===== config.mk =====
export PLATFORM = sky130hd
export DESIGN_NAME = mem_fetch_sequencer
export DESIGN_NICKNAME = d
export VERILOG_FILES = /design/src/rtl/fetch_pkg.sv /design/src/rtl/fetch_timeout_counter.sv /design/src/rtl/mem_fetch_sequencer.sv
export SDC_FILE = /design/constraint.sdc
export NUM_CORES = 1
export LEC_CHECK = 0
export BUFFER_PORTS_ARGS = -buffer_cell sky130_fd_sc_hd__buf_2
export CORE_MARGIN = 2
export CORE_UTILIZATION = 35
export DETAILED_ROUTE_END_ITERATION = 12
export PLACE_DENSITY = 0.67
export SETUP_SLACK_MARGIN = 0.3
export SYNTH_ARGS = -nofsm -noshare
export SYNTH_HDL_FRONTEND = slang
export SYNTH_HIERARCHICAL = 1
export SYNTH_SLANG_ARGS = --single-unit

===== constraint.sdc =====
create_clock -name CLK -period 2.8 [get_ports CLK]
set_input_delay 0.42 -clock CLK [delete_from_list [all_inputs] [get_ports CLK]]
set_output_delay 0.42 -clock CLK [all_outputs]
set_load 0.01 [all_outputs]

===== src/rtl/fetch_pkg.sv =====
// rtl/fetch_pkg.sv - shared encodings for the instruction-fetch sequencer
// Contents: 3-bit state encodings with the matching state enum,
//           RW_READ/RW_WRITE bus direction constants,
//           and TO_CNT_W, the timeout counter width.
package fetch_pkg;

   localparam logic [2:0] S_IDLE     = 3'd0;
   localparam logic [2:0] S_LOAD_MAR = 3'd1;
   localparam logic [2:0] S_MEM_WAIT = 3'd2;
   localparam logic [2:0] S_LOAD_IR  = 3'd3;
   localparam logic [2:0] S_DONE     = 3'd4;
   localparam logic [2:0] S_ERR      = 3'd5;

   typedef enum logic [2:0] {
      ST_IDLE     = S_IDLE,
      ST_LOAD_MAR = S_LOAD_MAR,
      ST_MEM_WAIT = S_MEM_WAIT,
      ST_LOAD_IR  = S_LOAD_IR,
      ST_DONE     = S_DONE,
      ST_ERR      = S_ERR
   } fetch_state_t;

   localparam logic RW_READ  = 1'b1;
   localparam logic RW_WRITE = 1'b0;

   localparam int TO_CNT_W = 8;

endpackage


===== src/rtl/fetch_timeout_counter.sv =====
// rtl/fetch_timeout_counter.sv - saturating MEM_WAIT timeout counter
// Ports: CLK, RESET (sync, active-high), CLR (sync clear), INC (count one cycle),
//        LIMIT[7:0] (saturation/expiry value), EXPIRED (this INC reaches LIMIT).
module fetch_timeout_counter
   import fetch_pkg::*;
(
   input  logic                CLK,
   input  logic                RESET,
   input  logic                CLR,
   input  logic                INC,
   input  logic [TO_CNT_W-1:0] LIMIT,
   output logic                EXPIRED
);

   logic [TO_CNT_W-1:0] cnt;
   logic [TO_CNT_W:0]   cnt_inc;

   assign cnt_inc = {1'b0, cnt} + 9'd1;

   // EXPIRED looks at the post-increment count so the FSM can leave on the
   // same edge the count reaches LIMIT (exactly LIMIT waiting cycles).
   assign EXPIRED = INC && (cnt_inc >= {1'b0, LIMIT});

   always_ff @(posedge CLK) begin
      if (RESET || CLR)
         cnt <= '0;
      else if (INC && (cnt != LIMIT))
         cnt <= cnt + 1'b1;
   end

endmodule


===== src/rtl/mem_fetch_sequencer.sv =====
// rtl/mem_fetch_sequencer.sv - multi-cycle instruction-fetch controller
// Optional build macro: FETCH_ALIGN_CHECK_EN (misaligned PC_Q goes straight to ERR).
// Inputs:  CLK, RESET (sync, active-high), FETCH_REQ, STALL, PC_Q[31:0], MFC.
// Outputs: MAR_EN, MOV, RW, MDR_EN, IR_EN, PC_EN, PC_D[31:0], BUSY,
//          FETCH_DONE, FETCH_ERR.
module mem_fetch_sequencer
   import fetch_pkg::*;
#(
   parameter logic [31:0] PC_INC         = 32'd4,
   parameter int unsigned TIMEOUT_CYCLES = 15
)
(
   input  logic        CLK,
   input  logic        RESET,
   input  logic        FETCH_REQ,
   input  logic        STALL,
   input  logic [31:0] PC_Q,
   input  logic        MFC,
   output logic        MAR_EN,
   output logic        MOV,
   output logic        RW,
   output logic        MDR_EN,
   output logic        IR_EN,
   output logic        PC_EN,
   output logic [31:0] PC_D,
   output logic        BUSY,
   output logic        FETCH_DONE,
   output logic        FETCH_ERR
);

   localparam logic [TO_CNT_W-1:0] TO_LIMIT = TO_CNT_W'(TIMEOUT_CYCLES);

   fetch_state_t state, state_nxt;
   logic         to_clr, to_inc, to_expired;

   fetch_timeout_counter u_timeout (
      .CLK     (CLK),
      .RESET   (RESET),
      .CLR     (to_clr),
      .INC     (to_inc),
      .LIMIT   (TO_LIMIT),
      .EXPIRED (to_expired)
   );

   always_ff @(posedge CLK) begin
      if (RESET)
         state <= ST_IDLE;
      else
         state <= state_nxt;
   end

   always_comb begin
      state_nxt  = state;
      to_clr     = 1'b0;
      to_inc     = 1'b0;
      MAR_EN     = 1'b0;
      MOV        = 1'b0;
      RW         = 1'b0;
      MDR_EN     = 1'b0;
      IR_EN      = 1'b0;
      PC_EN      = 1'b0;
      PC_D       = 32'd0;
      BUSY       = (state != ST_IDLE);
      FETCH_DONE = 1'b0;
      FETCH_ERR  = 1'b0;

      case (state)
         ST_IDLE: begin
            if (FETCH_REQ && !STALL) begin
`ifdef FETCH_ALIGN_CHECK_EN
               if (PC_Q[1:0] != 2'b00)
                  state_nxt = ST_ERR;
               else
                  state_nxt = ST_LOAD_MAR;
`else
               state_nxt = ST_LOAD_MAR;
`endif
            end
         end
         ST_LOAD_MAR: begin
            MAR_EN    = 1'b1;
            to_clr    = 1'b1;
            state_nxt = ST_MEM_WAIT;
         end
         ST_MEM_WAIT: begin
            MOV    = 1'b1;
            RW     = RW_READ;
            MDR_EN = MFC;
            // MFC has priority over a coincident expiry.
            if (MFC) begin
               state_nxt = ST_LOAD_IR;
            end else begin
               to_inc = 1'b1;
               if (to_expired)
                  state_nxt = ST_ERR;
            end
         end
         ST_LOAD_IR: begin
            IR_EN     = 1'b1;
            PC_EN     = 1'b1;
            PC_D      = PC_Q + PC_INC;
            state_nxt = ST_DONE;
         end
         ST_DONE: begin
            FETCH_DONE = 1'b1;
            state_nxt  = ST_IDLE;
         end
         ST_ERR: begin
            FETCH_ERR = 1'b1;
            state_nxt = ST_IDLE;
         end
         default: state_nxt = ST_IDLE;
      endcase
   end

endmodule


# == Word-level counts from Yosys, hierarchy flattened ==
# Index checks and enable logic that the tools add are counted.
# op_classes
reduce_logical,8
magnitude_cmp,1
n_addsub,3
n_eq_ne,8
n_mux,13
# op_table
op,count
"adder 32 x 3 -> 32 bit, second input constant",1
two-way mux 32 bit,1
one-hot mux 3 bit (4 select lines),1
"adder 8 x 1 -> 9 bit, second input constant",1
">= comparator 9 x 4 -> 1 bit, second input constant",1
two-way mux 3 bit,3
"adder 8 x 1 -> 8 bit, second input constant",1
two-way mux 1 bit,8
"inequality test 8 x 4 -> 1 bit, second input constant",1
"== test 3 x 2 -> 1 bit, second input constant",2
"== test 3 bit, second input constant",2
"== test 3 x 1 -> 1 bit, second input constant",1
logical AND 1 bit,3
logical NOT 3 bit,1
"inequality test 3 bit, second input constant",1
nonzero test 3 bit,1
"inequality test 2 bit, second input constant",1
AND reduction 2 bit,1
logical NOT 1 bit,1
logical OR 1 bit,1
# totals
regBits,11
in_bits,37
output_inout_bits,41
wordCells,35

# == Logic depth before layout (Yosys ltp) ==
# Gate-level depths: netlist of run 1.
# depth
word_depth,6
mapped_depth,13
ltp_nobuf,12

# == Cells and area by module ==
# Netlist of run 1, hierarchy kept.
# modules_own_cells
module,instances,area_each_um2,cells_each
mem_fetch_sequencer,1,979.7,157
fetch_timeout_counter,1,798.3,99

# == Worst setup path before layout of run 1 ==
# No wires, ideal clock.
# synth_path
path_type,input -> output
start,in PC_Q[2]
end,out PC_D[20]
n_path_buf,1
path_stages,6
setup_slack_ps,344
arrival_time_ps,2036
required_ps,2380
path_cell_list,ha_1 > nand4_2 > or4_4 > buf_4 > or3_1 > a21oi_1
# synth_via
elab_chain_cells,2
# synth_lines
item,line_no,text
"start, declared",mem_fetch_sequencer.sv:17,"input logic [31:0] PC_Q,"
adder 32 x 3 -> 32 bit,mem_fetch_sequencer.sv:101,PC_D = PC_Q + PC_INC;
two-way mux 32 bit,mem_fetch_sequencer.sv:67,case (state)
"end, declared",mem_fetch_sequencer.sv:25,"output logic [31:0] PC_D,"
# Every way passes these cells.

# == Worst setup path after layout of run 1 ==
# layout_path
start,in PC_Q[8]
end,out PC_D[25]
# The elaborated chain is that of the path after synthesis.

==> impl_summary.md, run 1 <==
Power
In this run the power density over the cells is 199 nW/um^2. Overall power consumption after layout is estimated at 0.000490 W. Summed over all cells, the static leakage comes to 1.21 nW. Across the VDD grid, the largest voltage drop is 0.000348 V.

STA
Measured against its own limit, the worst slew margin works out to 0.523. Setup violations remaining at the end of the flow were counted as 0. The maximum achievable frequency is 402 MHz. For the final routed database, the setup TNS stands at 0 ns. The number of max-slew violations in the final report is 0.

Dividing the final minimum period by the clock period gives 0.889. The count of endpoints failing hold in the final timing report is 0. The final critical-path required period is 2.49 ns.

The worst clock skew on the final layout is 0.00341 ns. The actual transition at the worst max-transition pin is 0.709 ns. Setup repair after global routing could not meet its margin everywhere.

Floorplanning
The die covers 5670 sq um. In this run the standard cell core region covers 4820 sq um. The number of core rows is 25. Measured along the y axis, the die boundary spans 75.3 um.

The initial cell density of the core is 0.369. The floorplan step set the die width to 75.3 um. The number of I/O pins is 78.

Clocking
The CTS tree is yes. The maximum buffer depth of the clock tree is 2. In this run the clock root is driven by a sky130_fd_sc_hd__clkbuf_8. The number of sinks driven by the clock tree is 11.

The count of H-tree levels built during CTS is 1. The register clock-pin slew on the reported worst setup and hold paths is 0.05 ns. The clock latency on the worst-skew pair is 0.23 ns. The clock buffer count from CTS is 3.

Placement
The final weighted congestion in routability-driven placement is 0.844. The placed wire-length estimate after detailed placement is 3870 um. After detailed placement, the design holds a cell count of 408.

Summing all placed instances gives a cell area of 2280 sq um. The count of port buffers added during placement is 77.

Yosys
The average instance area after synthesis is 6.95 sq um. Yosys mapped the design onto 44 distinct sky130hd cell types. Ranked by instance count, the synthesized netlist is headed by sky130_fd_sc_hd__nand2_1, sky130_fd_sc_hd__a21oi_1, sky130_fd_sc_hd__nor2_1, sky130_fd_sc_hd__inv_1, sky130_fd_sc_hd__or3_1. The synthesis warning total is 6. Ranked by total cell area, the synthesized netlist is headed by sky130_fd_sc_hd__dfxtp_1, sky130_fd_sc_hd__ha_1, sky130_fd_sc_hd__a21oi_1.

The number of standard cells after synthesis is 256. The most used standard cell by instance count after synthesis is sky130_fd_sc_hd__nand2_1. In this run, synthesis inferred 0 flip-flops with an integrated enable. The predominant post-synthesis flop cell is sky130_fd_sc_hd__dfxtp_1. The largest total area in the synthesized netlist belongs to sky130_fd_sc_hd__dfxtp_1. The share of Yosys cell area claimed by the top area cell type is 0.124. The flop and latch count out of synthesis is 11. For this run, the register share of the synthesized area comes to 0.124. Counting flops with an async set or reset pin after synthesis yields a share of 0. The synthesized netlist occupies a cell area of 1780 sq um.

Finish
Measured on the finished design, the core utilization comes to 0.512. The area taken by flip-flops and latches is 220 sq um. The finished cells cover 2470 sq um. After filler insertion, the fill cell instance count of the layout stands at 499. The area growth from synthesis to layout is 38.8%. The fraction of final layout cells with drive strength greater than 1 is 0.313. The area used by multi-input combinational logic is 1580 sq um. The number of antenna diodes in the final layout is 0. The final layout contains 399 nets. For this run, the number of standard cells in the final layout without fillers is 418.

Worst setup path
The data arrival time of the critical path is 2.07 ns. The worst setup path is captured at an output port. At the worst endpoint, the required time is 2.38 ns. The class of the most critical setup path is input port to output port. The length in cells of the worst reg-to-reg path is 11.

The element type at the critical path start is an input port. The worst setup path startpoint is PC_Q[8]. The startpoint identified for the worst register-to-register timing path is u_timeout/cnt[1]$_SDFFE_PP0P_. The maximum net fanout on the critical path is 8.

Drt
The routed wire length is 5040 um. For this block, the via count after detailed routing is 2125. The detail route stage leaves a number of antenna-violating nets equal to 0. The number of iterations in the first detailed-routing pass is 4. The mean number of vias per cell is 5.08. The number of remaining DRC errors is 0.

After the first detailed-routing iteration, the DRC count stood at 128. The wire length per cell is 12.0 um.

Global routing
The final global-route overflow total is 0. The total global-route track usage is 0.164. The first global-routing pass estimated 7450 um of wire.

Entering global routing, the biggest net connects 27 pins. The via count of the first global-routing pass is 1645. The number of antenna violations at the first check in global routing is 0.

Worst hold path
The launch instance of the worst min-delay path is MFC. The min-delay analysis places its worst path in the category input port to flip-flop. Counting instances, the worst hold path has a depth of 2.

Run
Across the run, the number of max-cap violations was 0.

Status
The run finished with clean final reports.
[timing repair]
action,4_1_cts,5_1_grt
setup buffers,1,4
pin swaps,2,8
resized for setup,12,6
endpoints found under the setup margin,11,9
hold buffers,0,0
gates cloned,1,0
[state kept, by name (all words and copies together), names as in the netlist]
signal         cells
state              3
u_timeout/cnt      8
[report_power, final]
| part | internal (W) | switching [W] | leakage, nW |
|---|---|---|---|
| logic | 0.0000746 | 0.0000937 | 1.10 |
| clock network | 0.0000997 | 0.0000566 | 0.0228 |
| registers | 0.000160 | 0.00000551 | 0.0889 |
| total | 0.000334 | 0.000156 | 1.21 |
[cell families after synthesis]
logic type      synth area share
compound gates             0.153
xor+xnor                   0.123
fa+ha+maj                 0.0704
buf+inv                   0.0654
flops                      0.124
mux                       0.0619
other cells              0.00422
simple gates               0.398
[per-layer routing]
layer  wire length [um]  share of wire  global-route usage
met5                  0              0                   0
met2               2410           0.48               0.286
met1               2280           0.45               0.225
met4                 10         0.0020              0.0234
met3                336          0.067              0.0161
[placed cells by master (no fill, tap or decap), types with 3 or more instances in the layout]
cell and count:
sky130_fd_sc_hd__buf_2 75, sky130_fd_sc_hd__nand2_1 26, sky130_fd_sc_hd__a21oi_1 23, sky130_fd_sc_hd__nor2_1 20, sky130_fd_sc_hd__inv_1 17, sky130_fd_sc_hd__conb_1 15
sky130_fd_sc_hd__or3_1 14, sky130_fd_sc_hd__xor2_1 13, sky130_fd_sc_hd__xnor2_1 12, sky130_fd_sc_hd__mux2i_1 11, sky130_fd_sc_hd__dfxtp_1 11, sky130_fd_sc_hd__buf_4 10
sky130_fd_sc_hd__nand4_1 9, sky130_fd_sc_hd__ha_1 9, sky130_fd_sc_hd__nand3_1 8, sky130_fd_sc_hd__o21ai_0 7, sky130_fd_sc_hd__and2_1 6, sky130_fd_sc_hd__o31ai_1 5
sky130_fd_sc_hd__or4_1 5, sky130_fd_sc_hd__and4_1 4, sky130_fd_sc_hd__or4_4 3, sky130_fd_sc_hd__nand2b_1 3, sky130_fd_sc_hd__nor4_2 3, sky130_fd_sc_hd__nor4_1 3
sky130_fd_sc_hd__nor3_1 3, sky130_fd_sc_hd__clkbuf_8 3
[path summary, 6_finish.rpt]
path              slack, ns                       endpoint
setup / recovery       0.31                       PC_D[25]
hold / removal         0.45          state[0]$_SDFFE_PP0P_
setup reg to reg       0.49          state[2]$_SDFFE_PP0P_
hold reg to reg        0.52  u_timeout/cnt[0]$_SDFFE_PP0P_
[cell type report]
cell class	count	area share
Clock buffer	4	0.0183
Inverter	18	0.0274
Timing Repair Buffer	87	0.192
Tap cell	67	0.0340
Multi-Input combinational cell	231	0.639
Sequential cell	11	0.0892
[worst max-delay path, cell delays in order]
cell,delay [ns]
sky130_fd_sc_hd__buf_2,0.13
sky130_fd_sc_hd__nand4_1,0.18
sky130_fd_sc_hd__or4_4,0.66
sky130_fd_sc_hd__or4_1,0.41
sky130_fd_sc_hd__a21oi_1,0.13
sky130_fd_sc_hd__buf_2,0.14
[metrics by stage]
stage | hold WS [ns] | setup WS, ns
final | 0.450 | 0.312
after detailed placement | 0.511 | 0.105
after CTS | 0.449 | 0.303
after global placement | 0.502 | 0.114
after global routing | 0.477 | 0.245
after floorplan | 0.471 | 0.344
No activity file was read; power rests on OpenSTA's default activity.
==> inputs of run 2 (changes only) <==
Settings changed: CORE_ASPECT_RATIO set to 0.75.
==> run 2 against run 1 <==
Against the previous run:
- count of clock-buffer cells in the layout stayed put
- design area is 4.3% higher
- critical path depth is 1 higher
- sequential cell count stayed put
- sequential power hardly changed
- largest power group unchanged
- combinational power is 7% higher
- clock skew is 0.0026 ns lower
- largest cell class unchanged
- utilization is 1.3 points higher
- die area is 0.10% higher
- critical endpoint is now PC_D[30]
- sequential share of layout area is 0.27 points lower
==> impl_summary.md, run 2 (same netlist as run 1, synthesis figures left out) <==
STA
The count of endpoints failing hold in the final timing report came to 0 (unchanged). The actual transition at the worst max-transition pin came to 0.715 ns (+0.00592 ns). The number of max-slew violations in the final report was 0 (unchanged). The maximum achievable frequency is 399 MHz (-0.73%). The worst hold-check slack came to 0.453 ns (+0.00347 ns). The worst clock skew on the final layout was 0.000787 ns (-0.00262 ns). Setup repair after global routing could not meet its margin everywhere. The setup TNS is 0 ns (unchanged). The count of endpoints failing setup in the final report is 0 (unchanged). The final critical-path required period is 2.51 ns (+0.0184 ns). The headroom to the max-slew limit is 0.516 (-0.00673). The part of the cycle the worst path needs is 0.895 (+0.00656).

Global routing
The number of antenna violations at the first check in global routing was 0 (unchanged). The via count of the first global-routing pass is 1855 (+13%). The final global-route overflow total is 0 (unchanged). The wire length of the first global-routing pass came to 8370 um (+12%). The maximum number of pins on one net before global-route repair came to 27 (unchanged). The total global-route track usage is 0.181 (+0.0168).

Clocking
The CTS tree is yes. The register clock-pin slew on the reported worst setup and hold paths is 0.05 ns (about the same). The number of hold-repair buffers added at the cts stage is 0 (unchanged). The clock buffer count from CTS was 3 (unchanged). The number of sinks driven by the clock tree is 11 (unchanged). The maximum buffer depth of the clock tree is 2 (unchanged). The count of H-tree levels built during CTS is 1 (unchanged). The clock latency on the worst-skew pair came to 0.24 ns (about the same). CTS placed an instance of sky130_fd_sc_hd__clkbuf_8 at the clock tree root.

Drt
The number of remaining DRC errors is 0 (unchanged). The violation count after the first detailed-routing iteration is 92 (-28%). The routed wire length is 5560 um (+10%). The mean number of vias per cell is 5.30 (+4.2%). The number of iterations in the first detailed-routing pass was 4 (unchanged). The via count was 2193 (+3.2%).

The wire length per cell came to 13.4 um (+11%). The post-route antenna net violation count was 0 (unchanged).

Finish
The library cells used most frequently in the layout, excluding fill and tap cells, are sky130_fd_sc_hd__buf_2, sky130_fd_sc_hd__nand2_1, sky130_fd_sc_hd__nor2_1. The largest registers in the layout are u_timeout/cnt (8), state (3). u_timeout/cnt holds more flip-flops than any other register. The most common cell after layout, fill and taps aside is sky130_fd_sc_hd__buf_2. The area growth from synthesis to layout is 44.8%. The count of antenna diodes in the layout was 0 (unchanged).

The number of flip-flops under the largest register name was 8 (unchanged). The number of nets in the final layout is 402 (+0.75%). The fraction of final layout cells with drive strength greater than 1 is 0.370 (+0.0567).

The final cell count without fillers is 414 (-0.96%).

Status
The run finished with clean final reports.

Floorplanning
The overall die height is 65.7 um (-13%). The number of core rows was 22 (-12%). The number of I/O pins was 78 (unchanged).

The initial cell density of the core came to 0.363 (-0.00622). The core footprint is 4900 sq um (+1.7%). The total die area is 5670 sq um (+0.10%).

The horizontal die dimension is 86.3 um (+15%).

Worst setup path
The worst setup path is captured at an output port. The stage delay of the slowest cell on the critical path is 0.56 ns (-0.10 ns). The number of buffer and inverter stages on the critical path was 2 (unchanged). Traced cell by cell, the critical path runs through buf_8 > ha_4 > nand4_4 > or4_4 > or4_4 > a21oi_2 > buf_2. The worst setup path is launched from an input port.

The most critical setup path has its startpoint at PC_Q[3]. The worst endpoint required time is 2.38 ns (about the same). The data arrival time of the critical path came to 2.09 ns (+0.02 ns). The maximum net fanout on the critical path is 7 (-1).

The minimum setup slack among reg-to-reg paths is 0.48 ns (about the same). The cell family contributing the most delay on the critical path is simple AND/OR/NAND/NOR gates. The worst register-to-register path ends at state[1]$_SDFFE_PP0P_. The length in cells of the worst reg-to-reg path is 11 (unchanged).

The most numerous cell type found on the critical path is sky130_fd_sc_hd__or4_4. The reg-to-reg critical path startpoint is u_timeout/cnt[0]$_SDFFE_PP0P_. The worst setup path is of the input port to output port kind. The slowest stage of the critical path belongs to the cell sky130_fd_sc_hd__or4_4.

Placement
The count of port buffers added during placement was 77 (unchanged). The final weighted congestion in routability-driven placement is 0.859 (+1.8%). The number of placed cells counting well taps was 403 (-1.2%). The placed wire-length estimate after detailed placement is 4040 um (+4.2%).

Worst hold path
In this run the most critical hold path is launched from MFC. The worst hold path class is input port to flip-flop. The depth of the worst hold-timing path was 2 (unchanged). The worst min-delay path endpoint is state[0]$_SDFFE_PP0P_.

Power
The cell area power density is 196 nW/um^2 (-1.3%). The total leakage power is 1.24 nW (+2.1%). The maximum VDD drop came to 0.000236 V (-32%).

Run
The reported max-cap violation count is 0 (unchanged).
## run 2: cell types whose count changed in the layout (fill, tap and decap cells not counted), sizes merged
cell / previous run / this run
buf: 87 / 90
## run 2: worst max path at each step
stage          slack [ns]  depth (start not counted)        to
2_1_floorplan        0.34                          6  PC_D[20]
3_3_place_gp         0.10                          7  PC_D[26]
3_5_place_dp         0.08                          7  PC_D[28]
4_1_cts              0.24                          7  PC_D[30]
5_1_grt              0.25                          7  PC_D[30]
6_report             0.29                          7  PC_D[30]
## run 2: timing repair
action	CTS	global route
gates cloned	1	0
buffers inserted	1	5
setup endpoints to repair	12	14
pin swaps	8	13
resized for setup	14	30
## run 2: layer usage
metal | GRT usage | share of wire | up-vias
met5 | 0 | 0 | -
met4 | 0.0332 | 0.0067 | 0
met3 | 0.0201 | 0.049 | 4
met2 | 0.277 | 0.45 | 59
met1 | 0.273 | 0.50 | 1022
li1 | - | - | 1108
## run 2: worst reg2reg max path, cell delays in order (launching register included)
cell	delay, ns
sky130_fd_sc_hd__dfxtp_2	0.34
sky130_fd_sc_hd__ha_1	0.24
sky130_fd_sc_hd__and3_2	0.26
sky130_fd_sc_hd__xor2_1	0.16
sky130_fd_sc_hd__ha_1	0.19
sky130_fd_sc_hd__a21o_1	0.14
sky130_fd_sc_hd__a21o_1	0.17
sky130_fd_sc_hd__a21oi_1	0.18
sky130_fd_sc_hd__a21oi_2	0.10
sky130_fd_sc_hd__a21oi_1	0.22
sky130_fd_sc_hd__mux2i_1	0.10
sky130_fd_sc_hd__nor3_1	0.12
## run 2: through the flow
step | cell area [sq um] | util | total power, W | setup WS, ns
floorplan | 1830 | - | 0.000254 | 0.344
global placement | 2290 | 0.468 | 0.000321 | 0.102
detailed placement | 2290 | 0.468 | 0.000323 | 0.0779
CTS | 2420 | 0.494 | 0.000495 | 0.240
global route | 2570 | 0.525 | 0.000538 | 0.246
finish | 2570 | 0.525 | 0.000505 | 0.293
## run 2: area by class of cell
cell class	instances	area (sq um)
timing repair buffer	90	527
tap	60	75.1
fill	500	2330
sequential	11	223
inverter	18	67.6
multi-input combinational	231	1640
clock buffer	4	45.0
## run 2: report_power, final
group	switching [W]	leakage [nW]	internal, W
registers	0.00000597	0.0899	0.000160
logic	0.0000994	1.12	0.0000803
clock network	0.0000589	0.0228	0.0000999
==> inputs of run 3 (changes only) <==
Settings changed: ABC_AREA set to 1, PLACE_DENSITY 0.67 to 0.66.
==> run 3 against run 2 <==
Against the previous run:
- count of clock-buffer cells in the layout unchanged
- clock skew is essentially flat
- register-to-register slack better by 0.10 ns
- global-route usage is 0.50 points lower
- fmax grew 13%
- wire length is essentially flat
- area after synthesis up 12%
- die area up 11%
- clock power grew 4%
- first-iteration DRC count increased by 87%
- sequential power increased by 16%
- critical path type is now flip-flop to flip-flop
- largest power group unchanged
==> impl_summary.md, run 3 <==
Worst hold path
The worst hold path begins at RESET. The worst hold path belongs to the class input port to flip-flop.

Power
The total leakage power is 1.44 nW (+16%). The power share of the sequential group is 0.284 (-0.045). The switching part of the total is 0.416 (+0.0900).

The part of the power in combinational logic is 0.471 (+0.115). The cell area power density is 265 nW/um^2 (+35%). The internal power consumption came to 0.000396 W (+16%). The maximum VDD drop is 0.000307 V (+30%). The net switching power of the design is 0.000281 W (+71%). The clock power share came to 0.245 (-0.070).

Finish
The final cell count without fillers is 533 (+29%). The most common cell after layout, fill and taps aside is sky130_fd_sc_hd__nand2_1. The fraction of final layout cells with drive strength greater than 1 is 0.269 (-0.101). The utilization of the core after routing is 0.472 (-0.0533). In the layout the commonest cells are sky130_fd_sc_hd__nand2_1, sky130_fd_sc_hd__nor2_1, sky130_fd_sc_hd__buf_2. The number of nets in the final layout was 506 (+26%).

The fill cell total of the finished layout is 618 (+24%). The register containing the most flip-flops in the final layout is u_timeout/cnt. The count of antenna diodes in the layout is 0 (unchanged).

In the final layout, the registers with the most flip-flops are u_timeout/cnt (8), state (3). The area growth from synthesis to layout is 28.2%. The final design area excluding fillers is 2550 sq um (-0.78%). The number of flip-flops under the largest register name is 8 (unchanged).

Drt
The violation count after the first detailed-routing iteration is 172 (+87%). The via count is 2391 (+9.0%). The post-route antenna net violation count came to 0 (unchanged). The routed wire length was 5560 um (about the same). The number of iterations in the first detailed-routing pass came to 4 (unchanged). The mean number of vias per cell is 4.49 (-15%). The number of remaining DRC errors is 0 (unchanged). The wire length per cell is 10.4 um (-22%).

Yosys
Ranked by total cell area, the synthesized netlist is headed by sky130_fd_sc_hd__nand2_1, sky130_fd_sc_hd__nor2_1, sky130_fd_sc_hd__dfxtp_1. The share of Yosys cell area claimed by the top area cell type came to 0.200 (+0.0759). For this run, the leading register cell type out of synthesis is sky130_fd_sc_hd__dfxtp_1.

The biggest area contributor in the post-synthesis netlist is sky130_fd_sc_hd__nand2_1. The most used standard cell by instance count after synthesis is sky130_fd_sc_hd__nand2_1. The share of async-settable or async-resettable flops after synthesis was 0 (unchanged). The flop and latch count out of synthesis is 11 (unchanged).

The number of enable flip-flop cells after synthesis is 0 (unchanged). The average instance area after synthesis came to 5.41 sq um (-22%). The netlist area before placement came to 1990 sq um (+12%). The register area share after synthesis is 0.111 (-0.0133). The number of standard cells after synthesis is 368 (+44%). The count of distinct cell types in the synthesized netlist is 31 (-30%). The commonest cells after synthesis are sky130_fd_sc_hd__nand2_1, sky130_fd_sc_hd__nor2_1, sky130_fd_sc_hd__inv_1, sky130_fd_sc_hd__a21oi_1, sky130_fd_sc_hd__nand3_1. The synthesis warning total is 6 (unchanged).

STA
The final critical-path required period is 2.22 ns (-0.291 ns). The number of max-slew violations in the final report is 0 (unchanged). The count of endpoints failing hold in the final timing report was 0 (unchanged). The setup TNS came to 0 ns (unchanged). The count of endpoints failing setup in the final report came to 0 (unchanged). The worst hold-check slack came to 0.389 ns (-0.0644 ns). The headroom to the max-slew limit was 0.581 (+0.0647).

Setup repair after global routing could not meet its margin everywhere. The actual transition at the worst max-transition pin is 0.626 ns (-0.0892 ns). The part of the cycle the worst path needs is 0.791 (-0.104). The worst clock skew on the final layout is 0.000480 ns (-0.000307 ns).

The maximum achievable frequency is 451 MHz (+13%).

Worst setup path
The category of the worst setup path capture point is a flip-flop. The minimum setup slack among reg-to-reg paths was 0.58 ns (+0.10 ns). The maximum net fanout on the critical path is 5 (-2). The worst setup path startpoint is u_timeout/cnt[0]$_SDFFE_PP0P_. The worst setup path is launched from a flip-flop. The worst endpoint required time came to 2.96 ns (+0.58 ns). The reg-to-reg critical path startpoint is u_timeout/cnt[0]$_SDFFE_PP0P_.

The critical path is of the flip-flop to flip-flop type. The data arrival time of the critical path is 2.38 ns (+0.29 ns).

Global routing
The total global-route track usage is 0.176 (-0.00503). The final global-route overflow total came to 0 (unchanged). The wire length of the first global-routing pass was 9370 um (+12%). The number of antenna violations at the first check in global routing came to 0 (unchanged). The maximum number of pins on one net before global-route repair is 25 (-7.4%). The via count of the first global-routing pass is 2086 (+12%).

Floorplanning
The number of core rows was 23 (+4.5%). The total die area is 6320 sq um (+11%). The initial cell density of the core was 0.368 (+0.00531). The horizontal die dimension is 91.1 um (+5.6%). The core footprint is 5410 sq um (+10%). The number of I/O pins was 78 (unchanged).

The overall die height was 69.3 um (+5.5%).

Placement
The number of placed cells counting well taps was 528 (+31%). The instance area at placement is 2480 sq um (+8.2%). The count of port buffers added during placement is 77 (unchanged).

The placed wire-length estimate after detailed placement was 4630 um (+15%). The final weighted congestion in routability-driven placement is 0.923 (+7.5%).

Clocking
CTS placed an instance of sky130_fd_sc_hd__clkbuf_8 at the clock tree root. The register clock-pin slew on the reported worst setup and hold paths was 0.05 ns (about the same). The maximum buffer depth of the clock tree came to 2 (unchanged). The clock buffer count from CTS is 3 (unchanged). TritonCTS built the clock tree. The number of sinks driven by the clock tree is 11 (unchanged). The count of H-tree levels built during CTS is 1 (unchanged). The clock latency on the worst-skew pair came to 0.24 ns (about the same). The number of hold-repair buffers added at the cts stage was 0 (unchanged).

Run
The reported max-cap violation count is 0 (unchanged).

Status
The run finished with clean final reports.
-- run 3: cell count changes after synthesis, moves of 6 or more --
cell	before	now
sky130_fd_sc_hd__clkbuf_1	7	0
sky130_fd_sc_hd__or4_1	6	0
sky130_fd_sc_hd__nand4_1	9	0
sky130_fd_sc_hd__nor2_4	0	10
sky130_fd_sc_hd__nand3_1	10	21
sky130_fd_sc_hd__xor2_1	13	5
sky130_fd_sc_hd__inv_1	17	41
sky130_fd_sc_hd__or3_1	14	0
sky130_fd_sc_hd__nor2_1	20	80
sky130_fd_sc_hd__mux2i_1	11	0
sky130_fd_sc_hd__nand2_1	26	106
sky130_fd_sc_hd__nor2_2	0	7
sky130_fd_sc_hd__xnor2_1	12	3
sky130_fd_sc_hd__nand2_2	0	8
-- run 3: cell type report --
type	count	area, sq um	share of cell area
clock buffers	4	45.0	0.0176
flip-flops and latches	11	223	0.0872
multi-input cells	319	1620	0.635
repair buffers	79	400	0.157
inverters	45	170	0.0666
well taps	75	93.8	0.0367
-- run 3: kinds of logic (layout without fill, tap and decap cells) --
kind of cell | Yosys count | in the layout | synth area share
AO/OA/AOI/OAI | 33 | 33 | 0.0879
XOR/XNOR | 8 | 8 | 0.0352
adder cells (fa/ha/maj) | 10 | 10 | 0.0628
buffers and inverters | 51 | 128 | 0.109
flip-flops | 11 | 11 | 0.111
other | 2 | 15 | 0.00377
AND/OR/NAND/NOR | 253 | 253 | 0.591
-- run 3: what timing repair did --
| item | CTS | global route |
|---|---|---|
| endpoints found under the setup margin | 0 | 5 |
| buffers inserted | 0 | 1 |
| resized for setup | 0 | 9 |
-- run 3: power by group through the flow --
| stage | Sequential (W) | Clock, W | Combinational [W] |
|---|---|---|---|
| floorplan | 0.000189 | 0 | 0.000217 |
| global route | 0.000196 | 0.000179 | 0.000364 |
| CTS | 0.000191 | 0.000173 | 0.000314 |
| global placement | 0.000194 | 0 | 0.000311 |
| detailed placement | 0.000194 | 0 | 0.000312 |
| finish | 0.000193 | 0.000166 | 0.000319 |
-- run 3: per-layer routing --
metal  track usage  up-vias  routed length (um)  share of wire
met5             0        -                   0              0
met4        0.0152        0                  10         0.0018
met3        0.0402        2                 449          0.081
met2         0.256       71                2160           0.39
met1         0.270     1017                2950           0.53
li1              -     1301                   -              -
-- run 3: path summary, 6_finish.rpt --
check                                                      to  depth (start not counted)
worst min register to register  u_timeout/cnt[0]$_SDFFE_PP0P_                          2
worst max-delay path                    state[0]$_SDFFE_PP0P_                         16
worst min-delay path                    state[0]$_SDFFE_PP0P_                          2
worst max register to register          state[0]$_SDFFE_PP0P_                         16
-- run 3: worst max-delay path: stages (launching register included) --
cell	delay [ns]
sky130_fd_sc_hd__dfxtp_2	0.37
sky130_fd_sc_hd__ha_2	0.21
sky130_fd_sc_hd__nand3_2	0.11
sky130_fd_sc_hd__nor2_1	0.17
sky130_fd_sc_hd__xor2_1	0.16
sky130_fd_sc_hd__inv_1	0.07
sky130_fd_sc_hd__ha_1	0.29
sky130_fd_sc_hd__nand2_1	0.05
sky130_fd_sc_hd__inv_1	0.04
sky130_fd_sc_hd__nand2_1	0.04
sky130_fd_sc_hd__nand2_1	0.05
sky130_fd_sc_hd__nand2_1	0.05
sky130_fd_sc_hd__a21boi_1	0.12
sky130_fd_sc_hd__nor2_1	0.05
sky130_fd_sc_hd__nand2_1	0.07
sky130_fd_sc_hd__o21ai_1	0.08
sky130_fd_sc_hd__nor3b_1	0.20
-- run 3: through the flow --
step,power (W),worst slack (ns)
final,0.000677,0.584
after global routing,0.000739,0.276
after CTS,0.000677,0.390
after detailed placement,0.000506,0.406
after global placement,0.000505,0.594
after floorplan,0.000406,0.715
